$ cat config.mk
export PLATFORM = sky130hd
export DESIGN_NAME = array_swap_engine
export DESIGN_NICKNAME = d
export VERILOG_FILES = /design/src/rtl/array_swap_engine.sv
export SDC_FILE = /design/constraint.sdc
export NUM_CORES = 1
export LEC_CHECK = 0
export BUFFER_PORTS_ARGS = -buffer_cell sky130_fd_sc_hd__buf_2
export CORE_ASPECT_RATIO = 1.75
export CORE_MARGIN = 3
export CORE_UTILIZATION = 59
export CTS_BUF_LIST = sky130_fd_sc_hd__clkbuf_16
export DETAILED_ROUTE_END_ITERATION = 7
export GPL_TIMING_DRIVEN = 0
export PLACE_DENSITY = 0.86
export SETUP_SLACK_MARGIN = 0.3
export SLEW_MARGIN = 0
export SYNTH_ARGS = -nofsm -noshare
export SYNTH_HDL_FRONTEND = slang
export SYNTH_SLANG_ARGS = --single-unit
$ cat constraint.sdc
create_clock -name clk -period 5.26 [get_ports clk]
set_input_delay 0.526 -clock clk [delete_from_list [all_inputs] [get_ports clk]]
set_output_delay 0.526 -clock clk [all_outputs]
set_load 0.02 [all_outputs]
$ cat src/rtl/array_swap_engine.sv
// array_swap_engine
// Executes one array-swap descriptor at a time against a word-addressed u32 RAM.
// Each element is moved with two reads followed by two writes, so the final image
// equals a simultaneous swap of the two (disjoint) ranges.
//
// Ports:
//   clk, rst            clock and synchronous active-high reset
//   op_*                descriptor (valid/ready); op_ready is high only in idle
//   flags               condition flag vector, one bit sampled at accept
//   mem_rd_*            single read port, data returns the cycle after mem_rd_en
//   mem_wr_*            single write port
//   busy, done          engine active / one-cycle completion pulse
//   done_status         0 ok, 1 skipped, 2 error; meaningful only with done
module array_swap_engine #(
  parameter int unsigned EV_LENGTH_U32 = 64,
  parameter int unsigned ADDR_W        = $clog2(EV_LENGTH_U32),
  parameter int unsigned LEN_W         = ADDR_W + 1,
  parameter int unsigned FLAG_W        = 8,
  parameter int unsigned CIDX_W        = $clog2(FLAG_W)
) (
  input  logic              clk,
  input  logic              rst,
  input  logic              op_valid,
  output logic              op_ready,
  input  logic [ADDR_W-1:0] op_arr1,
  input  logic [ADDR_W-1:0] op_arr2,
  input  logic [LEN_W-1:0]  op_length,
  input  logic              op_cond_en,
  input  logic [CIDX_W-1:0] op_cond_idx,
  input  logic [FLAG_W-1:0] flags,
  output logic              mem_rd_en,
  output logic [ADDR_W-1:0] mem_rd_addr,
  input  logic [31:0]       mem_rd_data,
  output logic              mem_wr_en,
  output logic [ADDR_W-1:0] mem_wr_addr,
  output logic [31:0]       mem_wr_data,
  output logic              busy,
  output logic              done,
  output logic [1:0]        done_status
);

  typedef enum logic [2:0] {
    StIdle,
    StCheck,
    StRdA,
    StRdB,
    StWrA,
    StWrB,
    StDone
  } state_e;

  localparam logic [1:0] StatusOk   = 2'd0;
  localparam logic [1:0] StatusSkip = 2'd1;
  localparam logic [1:0] StatusErr  = 2'd2;

  localparam logic [LEN_W:0]    EvLen   = EV_LENGTH_U32[LEN_W:0];
  localparam logic [LEN_W-1:0]  LenOne  = 1;
  localparam logic [ADDR_W-1:0] AddrOne = 1;

  state_e state_q, state_d;

  logic [ADDR_W-1:0] arr1_q, arr2_q;
  logic [LEN_W-1:0]  len_q;
  logic              cond_en_q, flag_q;
  logic [ADDR_W-1:0] idx_q;
  logic [31:0]       a_q, b_q;
  logic [1:0]        status_q;

  logic              accept;
  logic [LEN_W:0]    arr1_ext, arr2_ext, len_ext, end1, end2;
  logic [1:0]        check_status;
  logic              check_exec;
  logic              last_elem;

  assign accept = (state_q == StIdle) && op_valid;

  // Range checks are done one bit wider than the length so nothing wraps.
  assign arr1_ext = {{(LEN_W + 1 - ADDR_W){1'b0}}, arr1_q};
  assign arr2_ext = {{(LEN_W + 1 - ADDR_W){1'b0}}, arr2_q};
  assign len_ext  = {1'b0, len_q};
  assign end1     = arr1_ext + len_ext;
  assign end2     = arr2_ext + len_ext;

  assign last_elem = (({1'b0, idx_q} + LenOne) == len_q);

  // Descriptor classification, evaluated while in StCheck.
  always_comb begin
    check_status = StatusOk;
    check_exec   = 1'b0;
    if (cond_en_q && !flag_q) begin
      check_status = StatusSkip;
    end else if ((end1 > EvLen) || (end2 > EvLen)) begin
      check_status = StatusErr;
    end else if ((len_q == '0) || (arr1_q == arr2_q)) begin
      check_status = StatusOk;
    end else if ((arr1_ext < end2) && (arr2_ext < end1)) begin
      check_status = StatusErr;
    end else begin
      check_exec = 1'b1;
    end
  end

  // State register.
  always_ff @(posedge clk) begin
    if (rst) begin
      state_q <= StIdle;
    end else begin
      state_q <= state_d;
    end
  end

  // Next-state logic.
  always_comb begin
    state_d = state_q;
    unique case (state_q)
      StIdle:  if (op_valid) state_d = StCheck;
      StCheck: state_d = check_exec ? StRdA : StDone;
      StRdA:   state_d = StRdB;
      StRdB:   state_d = StWrA;
      StWrA:   state_d = StWrB;
      StWrB:   state_d = last_elem ? StDone : StRdA;
      StDone:  state_d = StIdle;
      default: state_d = StIdle;
    endcase
  end

  // Outputs are pure functions of state so reset silences the ports immediately.
  always_comb begin
    op_ready    = (state_q == StIdle);
    busy        = (state_q != StIdle);
    done        = 1'b0;
    done_status = StatusOk;
    mem_rd_en   = 1'b0;
    mem_rd_addr = '0;
    mem_wr_en   = 1'b0;
    mem_wr_addr = '0;
    mem_wr_data = '0;
    unique case (state_q)
      StRdA: begin
        mem_rd_en   = 1'b1;
        mem_rd_addr = arr1_q + idx_q;
      end
      StRdB: begin
        mem_rd_en   = 1'b1;
        mem_rd_addr = arr2_q + idx_q;
      end
      StWrA: begin
        mem_wr_en   = 1'b1;
        mem_wr_addr = arr2_q + idx_q;
        mem_wr_data = a_q;
      end
      StWrB: begin
        mem_wr_en   = 1'b1;
        mem_wr_addr = arr1_q + idx_q;
        mem_wr_data = b_q;
      end
      StDone: begin
        done        = 1'b1;
        done_status = status_q;
      end
      default: ;
    endcase
  end

  // Descriptor capture and element datapath.
  always_ff @(posedge clk) begin
    if (rst) begin
      arr1_q    <= '0;
      arr2_q    <= '0;
      len_q     <= '0;
      cond_en_q <= 1'b0;
      flag_q    <= 1'b0;
      idx_q     <= '0;
      a_q       <= '0;
      b_q       <= '0;
      status_q  <= StatusOk;
    end else begin
      if (accept) begin
        arr1_q    <= op_arr1;
        arr2_q    <= op_arr2;
        len_q     <= op_length;
        cond_en_q <= op_cond_en;
        flag_q    <= flags[op_cond_idx];
      end
      if (state_q == StCheck) begin
        status_q <= check_status;
        idx_q    <= '0;
      end
      // Read data for arr1+i lands in StRdB, for arr2+i in StWrA.
      if (state_q == StRdB) a_q <= mem_rd_data;
      if (state_q == StWrA) b_q <= mem_rd_data;
      if (state_q == StWrB) idx_q <= idx_q + AddrOne;
    end
  end

endmodule

==> impl_results.md <==
- Leakage: about 2.7 nW
- Tot GR Track Use: 31.3%
- Worst Max-Slew Pin Slew: 0.684 ns
- CTS max path bufs: 2
- Critical path class: flip-flop to output port
- Die H: 133 µm
- Post-Syn Area: between 5000 and 6000 µm²
- Critical Path Start: idx_q[1]$_SDFFE_PP0P_
- Die area: roughly 10,000 µm²
- DRT iter0 DRCs: 369
- Mux contribution to synthesized area: under 10%
- Final setup fails: 0
- Sequential Area: just under 2000 µm²
- Count of state elements after synthesis: 96
- Final worst-path cycle share: approximately three fifths
- Most common cell in the netlist: nand2_1
- Compound-cell area share of the yosys netlist: between 15 and 20%
- RSZ-0062 raised after global routing: no
- Antenna cells: 0
- Synth-to-layout area growth: 18.8%
- Post-route DRC: 0
- Post-synthesis sequential area ratio: a little over a third
- Rows: 45
- Largest family of logic cells by synthesized area: simple AND/OR/NAND/NOR gates
- Fin. max-slew vios: 0
- Fillers: between 600 and 700
- Slew HR: 54.4%
- PD cells: between 300 and 400 nW/µm²
- Pre-antenna DRT Iters: 5
- Worst-Skew Late Latency: between 0.3 and 0.4 ns
- Total gr overflow: 0
- Avg WL per Cell: roughly 17 µm
- Outcome: finished clean
- Post-Syn Instances: ~700
- Final Hold Viols: 0
- Final antenna-violating net count: 0
- Post-CTS sizing: 0
- Worst r2r src: len_q[1]$_SDFFE_PP0P_
- CTS Sinks: 96
- Cell accounting for the most synthesized area: dfxtp_1
- Core outline area: slightly below 9000 µm²
- IO Port Bufs: approximately 120
- Root Driver: clkbuf_16
- R2R Setup Slk: between 2 and 2.5 ns
- Critical path required time: roughly 4.7 ns
- DR vias: roughly 5,500
- Crit-path max FO: 8
- Post-synth ARST share: 0%
- Post-CTS Setup Bufs: 0
- Largest net degree at the start of global routing: 20
- WHS Endpoint: arr1_q[4]$_SDFFE_PP0P_
- Layout cells sized above 1: 17.3%
- Skew final: ~0.011 ns
- Arr. time, crit path: approximately 2.6 ns
- Final Util: between 70% and 80%
- Hold WC Path Type: input port to flip-flop
- Crit Reg-Reg Endpoint: state_q[2]$_SDFFE_PP0P_
- Worst-path clk slew: about 0.070 ns
- Setup Total Neg Slack: 0 ns
- Top-area cell type share of the netlist area: between 30% and 40%
- CTS buffer count: 9
- Max_cap viols: 0
- Synth top area cells: dfxtp_1 (35%), nand2_1 (13%), a21oi_1 (10%), ha_1 (7.6%), mux2i_1 (6.8%)
- Nets: a little over 900
- Area of the multi-input gates: between 3000 and 4000 µm²
- Maximum vdd drop: approximately 0.22 mV
- Vias per cell: around 5.8
- IO Pins: between 100 and 150
- Ys flop type: dfxtp_1
- Reg2Reg Depth: 11
- Warnings, synthesis: 0
- Total wire length: roughly 16,000 µm
- Worst setup SP type: flip-flop
- Initial antenna violation count: 0
- First-pass GRT wire length: 26,200 µm
- Simple-gate portion of the synthesized area: between 20 and 25%
- Hold-fix buffers, CTS: 0
- Avg Cell Area, Syn: slightly below 8 µm²
- Min-Delay Path Depth: 3
- Most frequent cells after synthesis: nand2_1 (186), a21oi_1 (110), dfxtp_1 (96), nor2_1 (60), mux2i_1 (37)
- Min-delay src: op_arr1[4]
- CTS H-tree depth: 3
- Xor and xnor fraction of the mapped netlist area: roughly 5.5%
- Vias in the first global route: 5,628
- F_max: ~320 MHz
- Syn_nets: between 800 and 900
- DIE WIDTH: between 70 and 80 µm
- Crit end category: output port
- Starting density of the core: between 60% and 70%
- Number of synthesized flops with an enable pin: 0
- Adder-Cell Fraction of Synth Area: 9.10%
- CTS tree: done
- Synth unique cells: 45
- Min Tclk post-route: approximately 3.1 ns
- RD Place Congestion: between 0.9 and 1
- Final HPWL DP: 11,900 µm
[stage by stage]
step | hold slack [ns] | std cells | power (mW) | setup slack [ns] | cell area (µm²)
finish | 0.409 | 951 | 2.02 | 2.15 | 6440
global route | 0.414 | 951 | 2.12 | 1.93 | 6440
CTS | 0.403 | 951 | 2.02 | 2.19 | 6440
detailed placement | 0.447 | 935 | 1.37 | 2.23 | 6140
global placement | 0.441 | 935 | 1.35 | 2.27 | 6140
floorplan | 0.432 | 703 | 1.21 | 2.63 | 5420
[layout make-up]
cell class / instances / share of cell area, %
buffer: 41 / 2.49
clock buffer: 9 / 3.50
clock inverter: 7 / 1.15
inverter: 10 / 0.583
multi-input combinational: 556 / 51.2
sequential: 96 / 29.8
tap: 117 / 2.27
timing repair buffer: 115 / 8.94
[flip-flops by register name (all words and copies together), names as in the netlist]
name,count
a_q,32
state_q,3
flag_q,1
idx_q,6
b_q,32
arr1_q,6
cond_en_q,1
status_q,2
len_q,7
arr2_q,6
[critical path, cell delays in order (launching register included)]
cell	delay, ns
dfxtp_1	0.61
ha_1	0.32
a21o_1	0.15
a21oi_1	0.23
o21bai_1	0.12
a21oi_1	0.23
xnor2_1	0.12
o22ai_1	0.24
buf_2	0.21
[per-layer routing]
layer / track usage (%) / wire (µm) / share of wire [%] / vias to the layer above
met2: 56.6 / 8350 / 52 / 260
met5: 0 / 0 / 0 / -
li1: - / - / - / 2635
met3: 5.11 / 1040 / 6.5 / 70
met1: 32.2 / 5650 / 35 / 2565
met4: 21.2 / 945 / 5.9 / 0
[kinds of logic (layout without fill, tap and decap cells)]
kind of cell / count (synthesis) / count (layout)
mux: 39 / 39
xor+xnor: 34 / 34
compound gates: 156 / 156
simple gates: 290 / 290
buf+inv: 51 / 182
flops: 96 / 96
fa+ha+maj: 37 / 37
[worst max path at each step]
stage	endpoint	slack, ns	cells past startpoint
floorplan	state_q[2]$_SDFFE_PP0P_	2.63	11
global placement	state_q[2]$_SDFFE_PP0P_	2.27	11
detailed placement	state_q[2]$_SDFFE_PP0P_	2.23	11
CTS	mem_wr_addr[5]	2.19	8
global route	state_q[2]$_SDFFE_PP0P_	1.93	11
finish	mem_wr_addr[5]	2.15	8
[layout by cell type, fill, tap and decap left out, types with 3 or more instances in the layout]
master,n
a211oi_1,4
nor4_1,3
fa_1,4
a31oi_1,4
o21bai_1,4
nor3b_1,4
nor2b_1,6
xor2_1,10
ha_1,33
xnor2_1,24
nand2_1,186
nor2_1,60
mux2i_1,37
dfxtp_1,96
o21ai_0,11
clkbuf_1,33
nand3_1,4
a21oi_1,110
clkbuf_16,9
buf_1,3
nand2b_1,3
and2_1,6
inv_1,10
buf_2,120
a21o_1,4
nor3_1,8
[power breakdown]
group	switching, mW	internal [mW]
clock	0.320	0.337
combinational	0.327	0.204
sequential	0.0575	0.777
(Power assumes the default switching activity.)
